[config.mk]
export PLATFORM = sky130hd
export DESIGN_NAME = req_onehot_arbiter_flat
export DESIGN_NICKNAME = d
export VERILOG_FILES = /design/src/rtl/req_onehot_arbiter_if.sv /design/src/rtl/req_onehot_arbiter.sv /design/src/flat_wrapper.sv
export SDC_FILE = /design/constraint.sdc
export NUM_CORES = 1
export LEC_CHECK = 0
export ABC_AREA = 0
export CAP_MARGIN = 20
export CORE_ASPECT_RATIO = 0.8
export CORE_UTILIZATION = 40
export CTS_CLUSTER_DIAMETER = 80
export DETAILED_ROUTE_END_ITERATION = 8
export HOLD_SLACK_MARGIN = 0.15
export PLACE_DENSITY = 0.64
export SLEW_MARGIN = 5
export SYNTH_ARGS = -nofsm -noshare
export SYNTH_HDL_FRONTEND = slang
export SYNTH_SLANG_ARGS = --single-unit
[constraint.sdc]
create_clock -name clk -period 4.9 [get_ports clk]
set_input_delay 0.735 -clock clk [delete_from_list [all_inputs] [get_ports clk]]
set_output_delay 0.735 -clock clk [all_outputs]
set_load 0.01 [all_outputs]
[src/rtl/req_onehot_arbiter_if.sv]
// Purpose: request/grant bundle between the arbiter and its requesters/encoder.
// Ports: req, grant_ready into the arbiter; grant, grant_valid, pending, pend_cnt out of it.
// master = arbiter side, slave = requester/consumer side.
interface req_onehot_arbiter_if;
    logic [7:0] req;
    logic [7:0] grant;
    logic       grant_valid;
    logic       grant_ready;
    logic [7:0] pending;
    logic [3:0] pend_cnt;

    modport master (
        input  req,
        input  grant_ready,
        output grant,
        output grant_valid,
        output pending,
        output pend_cnt
    );

    modport slave (
        output req,
        output grant_ready,
        input  grant,
        input  grant_valid,
        input  pending,
        input  pend_cnt
    );
endinterface

[src/rtl/req_onehot_arbiter.sv]
// Purpose: sticky 8-line request capture + round-robin arbiter giving a registered one-hot grant.
// Latency: req edge k -> pending after k -> grant after k+1; one idle cycle between grants.
// Backpressure: grant held stable (same winner) while grant_ready=0; ready ignored when not valid.
// Ports: clk, rst_n (sync, active-low); bus (master modport): req, grant_ready in;
//        grant, grant_valid, pending, pend_cnt out (all registered).
module req_onehot_arbiter #(
    parameter int N = 8
) (
    input  logic                  clk,
    input  logic                  rst_n,
    req_onehot_arbiter_if.master  bus
);

    typedef enum logic {
        ST_IDLE = 1'b0,
        ST_GNT  = 1'b1
    } state_t;

    state_t         r_state;
    state_t         w_state_nxt;
    logic [N-1:0]   r_pending;
    logic [N-1:0]   w_pending_nxt;
    logic [N-1:0]   r_grant;
    logic [N-1:0]   w_grant_nxt;
    logic [N-1:0]   w_clr;
    logic           r_grant_valid;
    logic           w_grant_valid_nxt;
    logic [3:0]     r_pend_cnt;
    logic [3:0]     w_pend_cnt_nxt;
    logic [2:0]     r_last;
    logic [2:0]     w_last_nxt;
    logic [2:0]     r_win;
    logic [2:0]     w_win_nxt;
    logic [2:0]     w_sel;
    logic           w_sel_found;

    // Rotating priority search: start one above the last winner, wrap through 7->0.
    // The 3-bit sum wraps naturally, so k=8 revisits last itself with lowest priority.
    // Only registered pending bits are eligible; fresh req waits a cycle.
    always_comb begin
        w_sel       = '0;
        w_sel_found = 1'b0;
        for (int k = 1; k <= N; k++) begin
            if (!w_sel_found && r_pending[3'(r_last + 3'(k))]) begin
                w_sel       = 3'(r_last + 3'(k));
                w_sel_found = 1'b1;
            end
        end
    end

    // Next-state / output logic.
    always_comb begin
        w_state_nxt       = r_state;
        w_grant_nxt       = r_grant;
        w_grant_valid_nxt = r_grant_valid;
        w_last_nxt        = r_last;
        w_win_nxt         = r_win;
        w_clr             = '0;
        case (r_state)
            ST_IDLE: begin
                if (w_sel_found) begin
                    w_grant_nxt       = {{(N-1){1'b0}}, 1'b1} << w_sel;
                    w_grant_valid_nxt = 1'b1;
                    w_win_nxt         = w_sel;
                    w_state_nxt       = ST_GNT;
                end
            end
            ST_GNT: begin
                // Winner is frozen until accepted, even if higher-priority bits arrive.
                if (bus.grant_ready) begin
                    w_clr             = r_grant;
                    w_last_nxt        = r_win;
                    w_grant_nxt       = '0;
                    w_grant_valid_nxt = 1'b0;
                    w_state_nxt       = ST_IDLE;
                end
            end
            default: begin
                w_grant_nxt       = '0;
                w_grant_valid_nxt = 1'b0;
                w_state_nxt       = ST_IDLE;
            end
        endcase
        // Set wins over clear: a re-request on the accept edge keeps the bit pending.
        w_pending_nxt = (r_pending & ~w_clr) | bus.req;
    end

    // Popcount of the next pending vector, registered alongside it.
    always_comb begin
        w_pend_cnt_nxt = '0;
        for (int i = 0; i < N; i++) begin
            w_pend_cnt_nxt = w_pend_cnt_nxt + {3'b000, w_pending_nxt[i]};
        end
    end

    always_ff @(posedge clk) begin
        if (!rst_n) begin
            r_state       <= ST_IDLE;
            r_pending     <= '0;
            r_pend_cnt    <= '0;
            r_grant       <= '0;
            r_grant_valid <= 1'b0;
            r_last        <= 3'd7;
            r_win         <= 3'd0;
        end else begin
            r_state       <= w_state_nxt;
            r_pending     <= w_pending_nxt;
            r_pend_cnt    <= w_pend_cnt_nxt;
            r_grant       <= w_grant_nxt;
            r_grant_valid <= w_grant_valid_nxt;
            r_last        <= w_last_nxt;
            r_win         <= w_win_nxt;
        end
    end

    assign bus.grant       = r_grant;
    assign bus.grant_valid = r_grant_valid;
    assign bus.pending     = r_pending;
    assign bus.pend_cnt    = r_pend_cnt;

endmodule

[src/flat_wrapper.sv]
// flat-port wrapper written by rule: the top's interface ports become plain ports
module req_onehot_arbiter_flat 
#(
    parameter int N = 8
)
  (clk, rst_n, bus_req, bus_grant_ready, bus_grant, bus_grant_valid, bus_pending, bus_pend_cnt);
  req_onehot_arbiter_if bus_i ();
  input  logic clk;
  input  logic rst_n;
  input wire logic [$bits(bus_i.req)-1:0] bus_req;
  input wire logic [$bits(bus_i.grant_ready)-1:0] bus_grant_ready;
  output wire logic [$bits(bus_i.grant)-1:0] bus_grant;
  output wire logic [$bits(bus_i.grant_valid)-1:0] bus_grant_valid;
  output wire logic [$bits(bus_i.pending)-1:0] bus_pending;
  output wire logic [$bits(bus_i.pend_cnt)-1:0] bus_pend_cnt;
  assign bus_i.req = bus_req;
  assign bus_i.grant_ready = bus_grant_ready;
  assign bus_grant = bus_i.grant;
  assign bus_grant_valid = bus_i.grant_valid;
  assign bus_pending = bus_i.pending;
  assign bus_pend_cnt = bus_i.pend_cnt;
  req_onehot_arbiter #(.N(N)) u_core (.clk(clk), .rst_n(rst_n), .bus(bus_i));
endmodule
==> metrics.yaml <==
outcome:
  status: "complete, no violations"
clocking:
  clock_sinks: 28
  htree_levels: 1
  clkLatencyLatePin_ns: 0.27
  cts_resized: 0
  cts_buffer_depth: 2
  cts_tree: "built"
  hold_buffers: 0
  cts_root_buf: "clkbuf_8"
  cts_setup_buffers: 0
  clk_pin_slew_ns: 0.10
  cts_buffers: 3
die:
  rows: 24
  core-area_um2: 5465
  die_w_um: 86.15
  initial_core_util: 0.4146
  dieHeight_um: 69.32
  io-pin-count: 32
  dieArea_um2: 5972
place:
  dpl.hpwl_um: 4277
  gp_congestion: 0.8720
  io_buffer_count: 31
route:
  drc: 0
  drtPass1Iterations: 4
  via_per_inst: 5.441
  wire_per_inst_um: 16.76
  wirelength_um: 5700
  drtAntennaViolNets: 0
  via_count: 1850
  drtIter0Drc: 166
sta:
  grt_setup_unrepaired: "false"
  min_period_ns: 4.142
  slew_violations: 0
  skew_ns: 0.007141
  max_freq_mhz: 241.5
  slew_headroom: 0.4824
  fin_setup_tns_ns: 0
  fin_hold_ws_ns: 0.4872
  setup_viol: 0
  period_share: 0.8452
  hold_viol_final: 0
  tightest_slew_ns: 0.7754
yosys:
  synth_edf_count: 0
  synthCells: 236
  yosysWarningCount: 0
  syn_nets: 256
  synth_top_area_share: 0.2474
  yosys_register_bits: 28
  syn_area_um2: 2266
  ys_top_cells_by_count: "28 x dfxtp_1, 28 x nand2_1, 18 x mux2i_1, 12 x inv_1, 12 x nor2_1"
  syn_avg_cell_area_um2: 9.601
  synth_top_area_cell: "dfxtp_1"
  ys.flop_type: "dfxtp_1"
  yosysSeqAreaShare: 0.2474
  synth_cell_types: 65
  synthTopCellsByArea: "dfxtp_1 25%, mux2i_1 8.0%, mux4_2 8.0%"
  ys_async_sr_fraction: 0
worst_setup_path:
  worstPathCellList: "inv_1, ha_1, mux2i_1, mux4_2, a22oi_4, nand2b_4, nor3_2, and3b_1, o2bb2ai_1, a32o_1"
  cp-end-kind: "register"
  path_class: "register to register"
  start_kind: "register"
  cpLargestDelayFamily: "multiplexers"
  critical-path-max-stage-delay_ns: 0.80
  critPathBufInv: 1
  cp_max_fo: 14
  cp_slowest_cell: "ha_1"
  required_ns: 5.13
  critPathArrivalTime_ns: 4.37
power:
  static-leakage-power_uw: 0.001081
  power_density_nw_per_um2: 336.3
  ir_drop_mv: 0.2047
layout:
  drive_above_1_share: 0.1756
  synthToLayoutAreaGrowth_pct: 18.06
  diodes: 0
  final_nets: 283
grt:
  grt_max_degree: 25
  grt_pass1_vias: 1777
  track_usage: 0.2006
  grt_pass1_wl_um: 9294
  antenna_found_initial: 0
  overflow: 0
job:
  maxCapViolations: 0
hold_path:
  hp-class: "register to register"
## registers in the layout (all words and copies together), names as in the netlist
signal / cells
u_core.bus.pending: 8
u_core.bus.grant: 8
u_core.bus.pend_cnt: 4
u_core.bus.grant_valid: 1
u_core.r_win: 3
u_core.r_last: 3
u_core.r_state: 1
## through the flow
stage	cells	setup WS [ns]	area (um2)	util	power, uW
floorplan	236	1.280	2266	-	599.9
global placement	336	0.5966	2604	0.4764	718.8
detailed placement	336	0.5376	2604	0.4764	718.8
CTS	340	0.7754	2675	0.4895	903.8
global route	340	0.5444	2675	0.4895	960.4
finish	340	0.7585	2675	0.4895	899.6
## placed cells by master, fill, tap and decap left out, types with 3 or more instances in the layout
cell	count
a32o_1	7
dfxtp_1	28
a21o_1	8
nand2_1	28
a21oi_2	3
a21oi_1	10
o21ai_0	3
clkbuf_8	3
nand3_1	6
nor2b_1	6
fa_1	4
clkdlybuf4s50_1	31
and2_1	9
mux2_2	5
nor2_1	12
ha_1	5
mux2i_1	18
o211ai_1	4
mux4_2	8
inv_1	12
## worst min-delay path, stage by stage (launching register included)
cell     delay (ns)
dfxtp_1        0.34
nor2_1         0.05
nor2_1         0.07
## worst paths after layout
kind	startpoint	to	slack, ns	cells after the start
worst min register to register	u_core.bus.grant_valid	u_core.bus.grant_valid	0.49	2
worst min-delay path	u_core.bus.grant_valid	u_core.bus.grant_valid	0.49	2
worst max register to register	u_core.r_last[1]	u_core.bus.grant[7]	0.76	10
worst max-delay path	u_core.r_last[1]	u_core.bus.grant[7]	0.76	10
## where the power goes
part	switching, uW	internal, uW	leakage [uW]
combinational	224	200	0.000814
sequential	34.3	259	0.000231
clock	72.9	109	0.0000357
total	331	568	0.00108
## layer usage
| metal | routed length [um] | up-vias | global-route usage |
|---|---|---|---|
| met2 | 2415 | 51 | 0.2840 |
| met3 | 262 | 0 | 0.02976 |
| met1 | 3023 | 881 | 0.3268 |
| met5 | 0 | - | 0 |
| li1 | - | 918 | - |
| met4 | 0 | 0 | 0.02037 |
## cell type report
type	instances	area (um2)
fill	539	2790
multi-input combinational	185	1579
sequential	28	560.5
timing repair buffer	32	317.8
tap	78	97.59
inverter	13	48.80
clock buffer	3	41.29
clock inverter	1	30.03
## cell families (layout without fill, tap and decap cells)
kind of cell / count (synthesis) / after routing / share of synthesized area
compound gates: 60 / 60 / 0.2286
xor+xnor: 4 / 4 / 0.02706
fa+ha+maj: 9 / 9 / 0.06295
buf+inv: 23 / 49 / 0.05576
flops: 28 / 28 / 0.2474
mux: 32 / 32 / 0.1905
simple gates: 80 / 80 / 0.1878
Note: power is estimated with default switching activity, not from simulation.
